===== src/rtl/ifu_pkg.sv =====
// ifu_pkg: shared fetch-unit definitions.
//   FILL_W / WIN / SHIFT_W : beat width, decode window, shift vector width
//   LEN_NONE..LEN3         : one-hot predecoded length encodings
//   opc_cls_e, opc_class() : 256-entry opcode length class table
//   pdec_t                 : predecoder result {len, long_op}
package ifu_pkg;

    localparam int FILL_W  = 4;
    localparam int WIN     = 7;
    localparam int SHIFT_W = 8;

    localparam logic [3:0] LEN_NONE = 4'b0001;
    localparam logic [3:0] LEN1     = 4'b0010;
    localparam logic [3:0] LEN2     = 4'b0100;
    localparam logic [3:0] LEN3     = 4'b1000;

    typedef enum logic [1:0] {
        OPC_1B   = 2'd0,
        OPC_2B   = 2'd1,
        OPC_3B   = 2'd2,
        OPC_LONG = 2'd3   // 4/5 bytes or variable length, sized by the ex path
    } opc_cls_e;

    typedef struct packed {
        logic [3:0] len;
        logic       long_op;
    } pdec_t;

    // Undefined / reserved opcodes fall into the default 1-byte class.
    function automatic opc_cls_e opc_class(input logic [7:0] opc);
        opc_cls_e cls;
        cls = OPC_1B;
        case (opc) inside
            8'h10, 8'h12, [8'h15:8'h19], [8'h36:8'h3a], 8'ha9, 8'hbc:
                cls = OPC_2B;
            8'h11, 8'h13, 8'h14, 8'h84, [8'h99:8'ha8], [8'hb2:8'hb8],
            8'hbb, 8'hbd, 8'hc0, 8'hc1, 8'hc6, 8'hc7:
                cls = OPC_3B;
            8'haa, 8'hab, 8'hb9, 8'hc4, 8'hc5, 8'hc8, 8'hc9:
                cls = OPC_LONG;
            default:
                cls = OPC_1B;
        endcase
        return cls;
    endfunction

endpackage


===== src/rtl/ibuf_ctl_if.sv =====
// ibuf_ctl_if: fill path + decode window bundle of the instruction buffer.
//   master : ICU/decode side (drives fill beat, flush, shift)
//   slave  : ibuf_ctl (drives ready, window bytes, valids, predecode, count)
interface ibuf_ctl_if;

    logic [31:0] icu_data;
    logic        icu_vld;
    logic        ibuf_ready;
    logic        iu_flush;
    logic [7:0]  iu_shift_d;
    logic [55:0] ibuf_data;
    logic [6:0]  ibuf_vld;
    logic [3:0]  fetch_len0, fetch_len1, fetch_len2, fetch_len3;
    logic [3:0]  fetch_len4, fetch_len5, fetch_len6;
    logic [6:0]  ibuf_long_op;
    logic [4:0]  ibuf_cnt;

    modport master (
        output icu_data, icu_vld, iu_flush, iu_shift_d,
        input  ibuf_ready, ibuf_data, ibuf_vld, ibuf_long_op, ibuf_cnt,
        input  fetch_len0, fetch_len1, fetch_len2, fetch_len3,
        input  fetch_len4, fetch_len5, fetch_len6
    );

    modport slave (
        input  icu_data, icu_vld, iu_flush, iu_shift_d,
        output ibuf_ready, ibuf_data, ibuf_vld, ibuf_long_op, ibuf_cnt,
        output fetch_len0, fetch_len1, fetch_len2, fetch_len3,
        output fetch_len4, fetch_len5, fetch_len6
    );

endinterface


===== src/rtl/opc_len_pdec.sv =====
// opc_len_pdec: combinational per-byte length predecoder.
//   opc : candidate opcode byte
//   vld : byte is held in the buffer
//   res : {one-hot length, long_op}; invalid and long opcodes report LEN_NONE
module opc_len_pdec
    import ifu_pkg::*;
(
    input  logic [7:0] opc,
    input  logic       vld,
    output pdec_t      res
);

    always_comb begin
        res.len     = LEN_NONE;
        res.long_op = 1'b0;
        if (vld) begin
            case (opc_class(opc))
                OPC_1B:   res.len = LEN1;
                OPC_2B:   res.len = LEN2;
                OPC_3B:   res.len = LEN3;
                OPC_LONG: res.long_op = 1'b1;
                default:  res.len = LEN_NONE;
            endcase
        end
    end

endmodule


===== src/rtl/ibuf_ctl.sv =====
// ibuf_ctl: byte-granular instruction buffer between ICU fill and decode.
//   clk, reset_l : core clock, synchronous active-low reset
//   bus (slave)  : fill beat in (icu_data/icu_vld/ibuf_ready), flush and
//                  one-hot retire amount in, 7-byte window with valids,
//                  one-hot lengths, long_op flags and byte count out.
// Storage is a linear shift queue with byte 0 always the oldest.
module ibuf_ctl
    import ifu_pkg::*;
#(
    parameter int DEPTH = 16
) (
    input  logic       clk,
    input  logic       reset_l,
    ibuf_ctl_if.slave  bus
);

    localparam int CNT_W = $clog2(DEPTH + 1);
    localparam int OFF_W = $clog2(FILL_W);

    logic [DEPTH*8-1:0] q_r, q_sh, q_nxt;
    logic [CNT_W-1:0]   cnt_r, cnt_nxt, k, k_cl, base;
    logic [3:0]         n_set;
    logic [OFF_W-1:0]   off;
    logic               ready, accept;
    logic [WIN-1:0]     vld;
    pdec_t              pd [WIN];

    // Non-one-hot shift vectors retire nothing.
    always_comb begin
        k     = '0;
        n_set = '0;
        for (int i = 0; i < SHIFT_W; i++) begin
            if (bus.iu_shift_d[i]) begin
                n_set = n_set + 4'd1;
                k     = CNT_W'(i);
            end
        end
        if (n_set != 4'd1) k = '0;
    end

    // Ready looks at the registered count only, so decode's shift never
    // lands in the ICU's timing path.
    assign k_cl   = (k > cnt_r) ? cnt_r : k;
    assign ready  = (cnt_r <= CNT_W'(DEPTH - FILL_W));
    assign accept = bus.icu_vld & ready;
    assign base   = cnt_r - k_cl;
    assign q_sh   = q_r >> {k_cl, 3'b000};

    // Shift first, then drop the beat in right behind the surviving bytes.
    always_comb begin
        q_nxt   = q_sh;
        cnt_nxt = base;
        off     = '0;
        if (accept) begin
            cnt_nxt = base + CNT_W'(FILL_W);
            for (int i = 0; i < DEPTH; i++) begin
                if ((CNT_W'(i) >= base) && (CNT_W'(i) < base + CNT_W'(FILL_W))) begin
                    off             = OFF_W'(CNT_W'(i) - base);
                    q_nxt[i*8 +: 8] = bus.icu_data[off*8 +: 8];
                end
            end
        end
        if (bus.iu_flush) cnt_nxt = '0;
    end

    always_ff @(posedge clk) begin
        if (!reset_l) cnt_r <= '0;
        else          cnt_r <= cnt_nxt;
    end

    // Byte storage needs no reset: everything at or past cnt is masked.
    always_ff @(posedge clk) begin
        q_r <= q_nxt;
    end

    for (genvar n = 0; n < WIN; n++) begin : g_pdec
        assign vld[n] = (CNT_W'(n) < cnt_r);
        opc_len_pdec u_pdec (
            .opc (q_r[n*8 +: 8]),
            .vld (vld[n]),
            .res (pd[n])
        );
        assign bus.ibuf_long_op[n] = pd[n].long_op;
    end

    assign bus.ibuf_ready = ready;
    assign bus.ibuf_cnt   = cnt_r;
    assign bus.ibuf_vld   = vld;
    assign bus.ibuf_data  = q_r[WIN*8-1:0];
    assign bus.fetch_len0 = pd[0].len;
    assign bus.fetch_len1 = pd[1].len;
    assign bus.fetch_len2 = pd[2].len;
    assign bus.fetch_len3 = pd[3].len;
    assign bus.fetch_len4 = pd[4].len;
    assign bus.fetch_len5 = pd[5].len;
    assign bus.fetch_len6 = pd[6].len;

`ifndef SYNTHESIS
    always @(posedge clk) begin
        if (reset_l) begin
            assert (n_set == 4'd1)
                else $warning("ibuf_ctl: iu_shift_d not one-hot (%b)", bus.iu_shift_d);
            assert (k <= cnt_r)
                else $warning("ibuf_ctl: shift %0d exceeds held count %0d", k, cnt_r);
        end
    end
`endif

endmodule


===== src/flat_wrapper.sv =====
// flat-port wrapper written by rule: the top's interface ports become plain ports
module ibuf_ctl_flat import ifu_pkg::*;
#(
    parameter int DEPTH = 16
)
  (clk, reset_l, bus_icu_data, bus_icu_vld, bus_iu_flush, bus_iu_shift_d, bus_ibuf_ready, bus_ibuf_data, bus_ibuf_vld, bus_ibuf_long_op, bus_ibuf_cnt, bus_fetch_len0, bus_fetch_len1, bus_fetch_len2, bus_fetch_len3, bus_fetch_len4, bus_fetch_len5, bus_fetch_len6);
  ibuf_ctl_if bus_i ();
  input  logic clk;
  input  logic reset_l;
  input wire logic [$bits(bus_i.icu_data)-1:0] bus_icu_data;
  input wire logic [$bits(bus_i.icu_vld)-1:0] bus_icu_vld;
  input wire logic [$bits(bus_i.iu_flush)-1:0] bus_iu_flush;
  input wire logic [$bits(bus_i.iu_shift_d)-1:0] bus_iu_shift_d;
  output wire logic [$bits(bus_i.ibuf_ready)-1:0] bus_ibuf_ready;
  output wire logic [$bits(bus_i.ibuf_data)-1:0] bus_ibuf_data;
  output wire logic [$bits(bus_i.ibuf_vld)-1:0] bus_ibuf_vld;
  output wire logic [$bits(bus_i.ibuf_long_op)-1:0] bus_ibuf_long_op;
  output wire logic [$bits(bus_i.ibuf_cnt)-1:0] bus_ibuf_cnt;
  output wire logic [$bits(bus_i.fetch_len0)-1:0] bus_fetch_len0;
  output wire logic [$bits(bus_i.fetch_len1)-1:0] bus_fetch_len1;
  output wire logic [$bits(bus_i.fetch_len2)-1:0] bus_fetch_len2;
  output wire logic [$bits(bus_i.fetch_len3)-1:0] bus_fetch_len3;
  output wire logic [$bits(bus_i.fetch_len4)-1:0] bus_fetch_len4;
  output wire logic [$bits(bus_i.fetch_len5)-1:0] bus_fetch_len5;
  output wire logic [$bits(bus_i.fetch_len6)-1:0] bus_fetch_len6;
  assign bus_i.icu_data = bus_icu_data;
  assign bus_i.icu_vld = bus_icu_vld;
  assign bus_i.iu_flush = bus_iu_flush;
  assign bus_i.iu_shift_d = bus_iu_shift_d;
  assign bus_ibuf_ready = bus_i.ibuf_ready;
  assign bus_ibuf_data = bus_i.ibuf_data;
  assign bus_ibuf_vld = bus_i.ibuf_vld;
  assign bus_ibuf_long_op = bus_i.ibuf_long_op;
  assign bus_ibuf_cnt = bus_i.ibuf_cnt;
  assign bus_fetch_len0 = bus_i.fetch_len0;
  assign bus_fetch_len1 = bus_i.fetch_len1;
  assign bus_fetch_len2 = bus_i.fetch_len2;
  assign bus_fetch_len3 = bus_i.fetch_len3;
  assign bus_fetch_len4 = bus_i.fetch_len4;
  assign bus_fetch_len5 = bus_i.fetch_len5;
  assign bus_fetch_len6 = bus_i.fetch_len6;
  ibuf_ctl #(.DEPTH(DEPTH)) u_core (.clk(clk), .reset_l(reset_l), .bus(bus_i));
endmodule

===== config.mk =====
export PLATFORM = sky130hd
export DESIGN_NAME = ibuf_ctl_flat
export DESIGN_NICKNAME = d
export VERILOG_FILES = /design/src/rtl/ifu_pkg.sv /design/src/rtl/ibuf_ctl_if.sv /design/src/rtl/opc_len_pdec.sv /design/src/rtl/ibuf_ctl.sv /design/src/flat_wrapper.sv
export SDC_FILE = /design/constraint.sdc
export NUM_CORES = 1
export LEC_CHECK = 0
export ABC_AREA = 0
export BUFFER_PORTS_ARGS = -buffer_cell sky130_fd_sc_hd__buf_2
export CAP_MARGIN = 20
export CORE_MARGIN = 1.5
export CORE_UTILIZATION = 47
export DETAILED_ROUTE_END_ITERATION = 8
export PLACE_DENSITY = 0.73
export SLEW_MARGIN = 10
export SYNTH_ARGS = -nofsm -noshare
export SYNTH_HDL_FRONTEND = slang
export SYNTH_SLANG_ARGS = --single-unit

===== constraint.sdc =====
create_clock -name clk -period 15.3 [get_ports clk]
set_clock_uncertainty 0.1 [all_clocks]
set_input_delay 3.825 -clock clk [delete_from_list [all_inputs] [get_ports clk]]
set_output_delay 3.825 -clock clk [all_outputs]
set_load 0.02 [all_outputs]

==> reports/metrics.yaml, run 1 <==
run_status:
  outcome: "complete, no violations"
timing:
  tightestPinTransition_ns: 1.13
  fin_crit_sh_pct: 92.6
  worst_slack_ns: 1.14
  max_slew_margin_pct: 24.0
  setup_viol: 0
  max_freq_mhz: 70.6
  rsz0062_at_grt: "false"
  period_minus_slack_ns: 14.16
  final.setup.tns_ns: 0
  hold_viol: 0
  drv_slew: 0
floorplanning:
  ioPinCount: 148
  dieArea_um2: 28700
  start_util_pct: 48.1
  fp-row-count: 60
  die_w_um: 169
  core_um2: 27000
  die_h_um: 169
worst_setup_path:
  ff2ff_path_depth: 25
  required_ns: 15.48
  worstPathMaxFanout: 19
  crit_path_end_kind: "flop"
  startpoint: "bus_iu_shift_d[1]"
  cp_data_arrival_time_ns: 14.34
  max_stage_delay_ns: 0.78
  path_buf_inv: 5
  crit_slowest_cell: "nor2_1"
  r2r_setup_slack_ns: 8.33
  critPathKind: "in2reg"
  cp_common_cell: "ha_1"
  regToRegStartpoint: "u_core.bus.ibuf_cnt[1]"
  reg2reg_to: "u_core.q_r[6]"
  cp_top_family: "simple AND/OR/NAND/NOR gates"
  setup.worst_path.start_class: "input pin"
logic_synthesis:
  syn_inst: 1714
  syn_nets: 1778
  syn_area_per_cell_um2: 7.59
  synth_seq_cells: 133
  synth-edff-count: 0
  ys_seq_area_share_pct: 20.5
  synth.most_common_cell: "nand2_1"
  synth_cell_types: 86
  synth_top_area_share_pct: 20.5
  synthArstFlopShare_pct: 0
  synth_area_leaders: "dfxtp_1 (20%), mux2_2 (5.5%), mux2i_1 (4.7%), nand2_1 (4.4%), buf_4 (3.8%)"
  yosys_warnings: 0
  netlist_top_cells_count: "nand2_1 (153), dfxtp_1 (133), nor2_1 (131), a21oi_1 (96), o21ai_0 (93)"
  yosysTopAreaCell: "dfxtp_1"
  syn_area_um2: 13000
  synthFlopType: "dfxtp_1"
place:
  pre_cts_ws_ns: 0.965
  io_buffers: 147
  dp_hpwl_mm: 36.3
  gp_congestion: 0.983
routing:
  vias_per_cell: 6.92
  dr.pass1.iters: 6
  ant_nets: 0
  drtIter0Drc: 1902
  vias: 14200
  routedWlPerCell_um: 23.9
  routed_wl_mm: 49.1
  post-route-drc-count: 0
cells_and_area:
  drive_above_1_share_pct: 17.8
  fillers: 2626
  insertedDiodeCount: 0
  final_net_count: 1761
  area_delta_synth_final_pct: 6.19
worst_hold_path:
  hp-start: "u_core.q_r[122]"
  holdPathStages: 1
  min_to: "u_core.q_r[122]"
  hp-class: "reg2reg"
global_routing:
  grt_pass1_wl_mm: 74.9
  antenna_found_initial: 0
  use_met3_pct: 6.44
  grt-ovfl-total: 0
  grt_max_degree: 84
  grt-busiest-layer: "met2"
  grt_use_met1_pct: 46.2
  grt.total_usage_pct: 33.6
  grt_pass1_vias: 12500
  grtUsageMet2_pct: 52.1
clocking:
  clkTransAtPathRegs_ns: 0.06
  insertion_delay_ns: 0.44
  hold_buffers: 0
  post-cts-setup-buffers: 0
  clock-sinks: 133
  cts_tree: "built"
  cts-root-buf: "clkbuf_16"
  postCtsResizedCells: 0
  clk_path_buf_depth: 2
  htreeDepth: 4
  cts_buffers: 17
flow_run:
  maxCapViolations: 0
[cells in the final DEF (no fill, tap or decap), types with 31 or more instances in the layout]
cell,count
nand3_1,68
o22ai_1,34
nor2_1,131
nand2_1,153
mux2_2,64
mux2i_1,61
a22oi_1,37
o21ai_0,93
a21oi_1,96
dfxtp_1,133
inv_1,56
a221o_1,37
o211ai_1,51
buf_2,147
and2_1,31
[per-layer routing]
layer | vias to the layer above | part of all wire, %
met2 | 970 | 44
met4 | 0 | 3.7
li1 | 6434 | -
met3 | 127 | 10
met5 | - | 0
met1 | 6655 | 42
[logic make-up (layout without fill, tap and decap cells)]
family                   Yosys count  after routing  share of synthesized area [%]
AND/OR/NAND/NOR                  526            526                           19.5
AO/OA/AOI/OAI                    611            611                           33.7
multiplexers                     135            135                           12.0
XOR/XNOR                          22             22                           1.97
flip-flops                       133            133                           20.5
buffers and inverters            267            263                           10.4
adder cells (fa/ha/maj)           20             20                           1.98
[final cells by class]
type,instances,area [µm²],share of cell area [%]
inverter,59,228,1.65
clock inverter,14,130,0.942
tap,341,427,3.09
sequential,133,2660,19.3
clock buffer,18,439,3.18
timing repair buffer,172,923,6.68
multi-input combinational,1314,9000,65.2
[worst max path at each step]
stage | end | slack, ns | cells past startpoint
after floorplan | u_core.q_r[33] | 1.52 | 47
after global placement | u_core.q_r[6] | 1.37 | 43
after detailed placement | u_core.q_r[6] | 0.96 | 43
after CTS | u_core.q_r[6] | 1.37 | 43
after global routing | u_core.q_r[5] | 0.23 | 43
final | u_core.q_r[6] | 1.14 | 43
[state kept, by name, indices dropped and copies added (netlist names)]
register / count
u_core.bus.ibuf_cnt: 5
u_core.q_r: 128
[per-stage QoR]
stage	instance area (µm²)	utilization [%]	hold WS, ns	std cells
3_3_place_gp	13200	49.0	0.410	2018
4_1_cts	13800	51.1	0.433	2050
3_5_place_dp	13200	49.0	0.412	2018
6_report	13800	51.1	0.443	2051
5_1_grt	13800	51.1	0.454	2051
2_1_floorplan	13000	-	0.381	1714
Power of run 1 is not shown: default switching activity piles up to over one toggle a cycle in this logic, so the estimate is an artifact.
==> run 2, diff against run 1 <==
--- a/config.mk
+++ b/config.mk
@@ -10,8 +10,9 @@
 export CAP_MARGIN = 20
 export CORE_MARGIN = 1.5
 export CORE_UTILIZATION = 47
+export CTS_BUF_LIST = sky130_fd_sc_hd__clkbuf_4 sky130_fd_sc_hd__clkbuf_8 sky130_fd_sc_hd__clkbuf_16
 export DETAILED_ROUTE_END_ITERATION = 8
-export PLACE_DENSITY = 0.73
+export PLACE_DENSITY = 0.7
 export SLEW_MARGIN = 10
 export SYNTH_ARGS = -nofsm -noshare
 export SYNTH_HDL_FRONTEND = slang
==> run 2 against run 1 <==
Wire length up 0.20%; via count up 0.33%; non-clock buffer count is 1 lower; critical path depth unchanged; cell count about the same; flip-flop and latch count unchanged; cell area about the same; setup slack lost 0.25 ns; clock-buffer cell count decreased by 1; die area is the same; hold slack got worse by 0.0031 ns; sequential share of layout area about the same; critical path type unchanged; critical endpoint is now u_core.q_r[31]; largest cell class unchanged.
==> reports/metrics.yaml, run 2 (synthesis gave the netlist of run 1 again) <==
clocking:
  insertion_delay_ns: 0.44  # about the same
  clk_path_buf_depth: 2  # unchanged
  cts_tree: "built"
  clkTransAtPathRegs_ns: 0.07  # about the same
  cts-root-buf: "clkbuf_16"
  post-cts-setup-buffers: 0  # unchanged
  clock-sinks: 133  # unchanged
  htreeDepth: 4  # unchanged
  cts_buffers: 17  # unchanged
timing:
  drv_slew: 0  # unchanged
  final.setup.tns_ns: 0  # unchanged
  rsz0062_at_grt: "false"
  period_minus_slack_ns: 14.42  # +0.252 ns
  hold_viol: 0  # unchanged
  setup_viol: 0  # unchanged
  max_freq_mhz: 69.4  # -1.7%
  fin_crit_sh_pct: 94.2  # +1.6 points
  max_slew_margin_pct: 26.5  # +2.5 points
  tightestPinTransition_ns: 1.10  # -0.0297 ns
routing:
  routed_wl_mm: 49.2  # +0.20%
  dr.pass1.iters: 7  # +1
  vias: 14200  # +0.33%
  vias_per_cell: 6.94  # +0.38%
  post-route-drc-count: 0  # unchanged
  routedWlPerCell_um: 24.0  # +0.25%
  ant_nets: 0  # unchanged
  drtIter0Drc: 1878  # -1.3%
place:
  io_buffers: 147  # unchanged
  dp_hpwl_mm: 36.2  # -0.27%
  gp_congestion: 0.965  # -1.8%
floorplanning:
  core_um2: 27000  # unchanged
  fp-row-count: 60  # unchanged
  die_h_um: 169  # unchanged
  dieArea_um2: 28700  # unchanged
  die_w_um: 169  # unchanged
  start_util_pct: 48.1  # unchanged
  ioPinCount: 148  # unchanged
worst_setup_path:
  critPathKind: "in2reg"
  worstPathMaxFanout: 19  # unchanged
  cp_top_family: "simple AND/OR/NAND/NOR gates"
  required_ns: 15.48  # about the same
  crit_path_end_kind: "flop"
  cp_data_arrival_time_ns: 14.60  # +0.26 ns
  cp_common_cell: "ha_1"
  setup.worst_path.start_class: "input pin"
  max_stage_delay_ns: 0.72  # -0.06 ns
  crit_slowest_cell: "nor2_1"
  path_buf_inv: 5  # unchanged
global_routing:
  grt_pass1_vias: 12500  # +0.30%
  grt_pass1_wl_mm: 74.1  # -1.1%
  grt-ovfl-total: 0  # unchanged
  grt.total_usage_pct: 33.4  # -0.24 points
  grt_max_degree: 81  # -3.6%
  antenna_found_initial: 0  # unchanged
cells_and_area:
  fillers: 2636  # +0.38%
  layout_commonest_cell: "nand2_1"
  largest_register: "u_core.q_r"
  area_delta_synth_final_pct: 6.23  # about the same
  final_net_count: 1760  # -0.057%
  largest_register_ffs: 128  # unchanged
  mostFrequentLayoutCells: "nand2_1 (152), buf_2 (148), dfxtp_1 (133)"
  drive_above_1_share_pct: 17.8  # about the same
  insertedDiodeCount: 0  # unchanged
worst_hold_path:
  hp-class: "reg2reg"
flow_run:
  maxCapViolations: 0  # unchanged
run_status:
  outcome: "complete, no violations"
[run 2: cell type report]
class	instances	area, µm²	share of cell area, %
multi-input cells	1314	9010	65.2
clock buffers	17	425	3.08
clock inverters	15	156	1.13
well taps	341	427	3.09
flip-flops and latches	133	2660	19.3
repair buffers	171	913	6.61
inverters	59	228	1.65
[run 2: final timing paths]
check	slack (ns)	start	cells past startpoint	endpoint
worst max-delay path	0.88	bus_iu_shift_d[1]	43	u_core.q_r[31]
worst min-delay path	0.44	u_core.q_r[126]	1	u_core.q_r[126]
worst max register to register	8.15	u_core.bus.ibuf_cnt[1]	25	u_core.q_r[31]
worst min register to register	0.44	u_core.q_r[126]	1	u_core.q_r[126]
[run 2: layer usage]
| metal | up-vias | global-route usage (%) | part of all wire [%] |
|---|---|---|---|
| met5 | - | 0 | 0 |
| met4 | 0 | 13.5 | 4.4 |
| met3 | 153 | 7.42 | 12 |
| met2 | 1039 | 51.4 | 43 |
| met1 | 6629 | 45.2 | 41 |
| li1 | 6412 | - | - |
[run 2: per-stage QoR]
stage | instances | area [µm²] | util [%] | setup slack, ns | hold WS, ns
2_1_floorplan | 1714 | 13000 | - | 1.52 | 0.381
3_3_place_gp | 2017 | 13200 | 48.9 | 0.832 | 0.416
3_5_place_dp | 2018 | 13200 | 49.0 | 0.410 | 0.417
4_1_cts | 2050 | 13800 | 51.1 | 0.857 | 0.435
5_1_grt | 2050 | 13800 | 51.1 | 0.0781 | 0.469
6_report | 2050 | 13800 | 51.1 | 0.884 | 0.440
[run 2: worst register-to-register path, stage by stage, from the launching register on]
cell	delay [ns]
dfxtp_1	0.31
buf_4	0.28
inv_1	0.13
ha_1	0.32
nor2b_1	0.13
o21ai_0	0.15
nand2b_1	0.09
nand3_1	0.49
nand2_2	0.49
o31ai_4	0.41
inv_6	0.04
ha_1	0.26
nor2b_1	0.12
o21ai_0	0.17
a21boi_0	0.16
nor2_1	0.43
inv_1	0.25
ha_1	0.36
xnor3_1	0.41
and2_0	0.26
nand2_1	0.11
a32oi_1	0.12
nor2_1	0.72
nor2_2	0.25
a32oi_1	0.32
o21ai_0	0.13
[run 2: what timing repair did]
| item | CTS | global route |
|---|---|---|
| resized for setup | 0 | 1 |
| setup endpoints to repair | 0 | 34 |
| hold buffers | 0 | 0 |
| hold endpoints to repair | 0 | 0 |
Power of run 2 is left out for the same reason.
==> run 3, diff against run 2 <==
--- a/config.mk
+++ b/config.mk
@@ -12,7 +12,7 @@
 export CORE_UTILIZATION = 47
 export CTS_BUF_LIST = sky130_fd_sc_hd__clkbuf_4 sky130_fd_sc_hd__clkbuf_8 sky130_fd_sc_hd__clkbuf_16
 export DETAILED_ROUTE_END_ITERATION = 8
-export PLACE_DENSITY = 0.7
+export PLACE_DENSITY = 0.73
 export SLEW_MARGIN = 10
 export SYNTH_ARGS = -nofsm -noshare
 export SYNTH_HDL_FRONTEND = slang
==> constraint.sdc (replaced) <==
create_clock -name clk -period 13.1 [get_ports clk]
set_clock_uncertainty 0.1 [all_clocks]
set_input_delay 3.275 -clock clk [delete_from_list [all_inputs] [get_ports clk]]
set_output_delay 3.275 -clock clk [all_outputs]
set_load 0.02 [all_outputs]
==> run 3 against run 2 <==
Utilization is 0.24 points higher; flip-flop and latch count stayed put; critical path depth is 1 higher; cell area is 0.46% higher; non-clock buffer count is 5 higher; die area stayed put; hold slack worse by 0.016 ns; critical endpoint is now u_core.q_r[50]; largest cell class unchanged; highest routed layer unchanged.
==> reports/metrics.yaml, run 3 (synthesis gave the netlist of run 1 again) <==
worst_setup_path:
  cp_data_arrival_time_ns: 12.56  # -2.04 ns
  setup.worst_path.start_class: "input pin"
  crit_slowest_cell: "a2111o_1"
  critPathKind: "in2reg"
  cp_common_cell: "ha_1"
  required_ns: 13.28  # -2.20 ns
  crit_path_end_kind: "flop"
  max_stage_delay_ns: 0.57  # -0.15 ns
  worstPathMaxFanout: 10  # -9
  ff2ff_path_depth: 26  # +4.0%
floorplanning:
  core_um2: 27000  # unchanged
  start_util_pct: 48.1  # unchanged
  die_h_um: 169  # unchanged
  fp-row-count: 60  # unchanged
  die_w_um: 169  # unchanged
  ioPinCount: 148  # unchanged
  dieArea_um2: 28700  # unchanged
cells_and_area:
  final_net_count: 1765  # +0.28%
  layout_commonest_cell: "nand2_1"
  finalInstanceArea_um2: 13900  # +0.46%
  largest_register: "u_core.q_r"
  largest_register_ffs: 128  # unchanged
  mostFrequentLayoutCells: "nand2_1 (153), buf_2 (147), dfxtp_1 (133)"
  area_delta_synth_final_pct: 6.72
  fillers: 2520  # -4.4%
  insertedDiodeCount: 0  # unchanged
  drive_above_1_share_pct: 18.4  # +0.59 points
worst_hold_path:
  holdPathStages: 1  # unchanged
  hp-class: "reg2reg"
flow_run:
  maxCapViolations: 0  # unchanged
timing:
  hold_viol: 0  # unchanged
  max_slew_margin_pct: 32.0  # +5.5 points
  period_minus_slack_ns: 12.38
  tightestPinTransition_ns: 1.01  # -0.0880 ns
  rsz0062_at_grt: "false"
  fin_crit_sh_pct: 94.5
  drv_slew: 0  # unchanged
  worst_slack_ns: 0.725  # -0.159 ns
  max_freq_mhz: 80.8
  setup_viol: 0  # unchanged
  final.setup.tns_ns: 0  # unchanged
place:
  io_buffers: 147  # unchanged
  dp_hpwl_mm: 34.8  # -4.0%
  pre_cts_ws_ns: 0.106  # -0.304 ns
  dpl_cell_area_um2: 13300  # +0.34%
  gp_congestion: 0.989  # +2.5%
global_routing:
  grt.total_usage_pct: 32.0  # -1.4 points
  grt-ovfl-total: 0  # unchanged
  grt_pass1_vias: 12600  # +0.65%
  grt_max_degree: 86  # +6.2%
  grt_pass1_wl_mm: 72.1  # -2.7%
  antenna_found_initial: 0  # unchanged
clocking:
  insertion_delay_ns: 0.44  # about the same
  clk_path_buf_depth: 2  # unchanged
  htreeDepth: 4  # unchanged
  clock-sinks: 133  # unchanged
  post-cts-setup-buffers: 0  # unchanged
  cts-root-buf: "clkbuf_16"
  clkTransAtPathRegs_ns: 0.06  # about the same
  cts_tree: "built"
  cts_buffers: 17  # unchanged
routing:
  drtIter0Drc: 2065  # +10%
  routed_wl_mm: 47.4  # -3.7%
  vias_per_cell: 6.92  # -0.36%
  post-route-drc-count: 0  # unchanged
  dr.pass1.iters: 7  # unchanged
  vias: 14200  # -0.12%
  routedWlPerCell_um: 23.1  # -3.9%
  ant_nets: 0  # unchanged
run_status:
  outcome: "complete, no violations"
[run 3: cell types whose count changed in the layout (fill, tap and decap cells not counted), sizes merged]
cell / change
buf: +5
clkinv: +2
clkinvlp: -1
inv: -1
[run 3: worst paths after layout]
check	from	to	slack [ns]
max	bus_iu_shift_d[1]	u_core.q_r[50]	0.72
min	u_core.q_r[120]	u_core.q_r[120]	0.42
max reg2reg	u_core.bus.ibuf_cnt[1]	u_core.q_r[50]	6.97
min reg2reg	u_core.q_r[120]	u_core.q_r[120]	0.42
[run 3: cell type report]
cell class	count	area [µm²]	area share, %
clock inverter	15	160	1.15
tap	341	427	3.07
inverter	59	228	1.64
clock buffer	17	425	3.06
sequential	133	2660	19.2
timing repair buffer	176	953	6.87
multi-input combinational	1314	9030	65.0
[run 3: per-stage QoR]
step                      util, %  hold WS [ns]  instances
final                        51.4         0.423       2055
after global routing         51.4         0.466       2055
after CTS                    51.3         0.425       2055
after detailed placement     49.1         0.407       2023
after global placement       49.1         0.412       2023
after floorplan                 -         0.381       1714
[run 3: per-layer routing]
layer  vias up  wire, µm  GRT usage [%]
met5         -         0              0
met3       130      6120           9.28
met4         0      1790           13.0
met1      6570     19200           42.5
met2      1091     20300           48.5
li1       6425         -              -
[run 3: critical path, delay by kind of cell]
| family | cells | cell delay [ns] |
|---|---|---|
| mux | 2 | 0.54 |
| fa+ha+maj | 9 | 2.65 |
| simple gates | 14 | 2.12 |
| xor+xnor | 2 | 0.65 |
| compound gates | 11 | 2.61 |
| buf+inv | 6 | 0.69 |
[run 3: timing repair]
| action | in CTS | in global routing |
|---|---|---|
| hold buffers | 0 | 0 |
| resized for setup | 0 | 6 |
| setup endpoints to repair | 0 | 57 |
Power of run 3 is left out for the same reason.
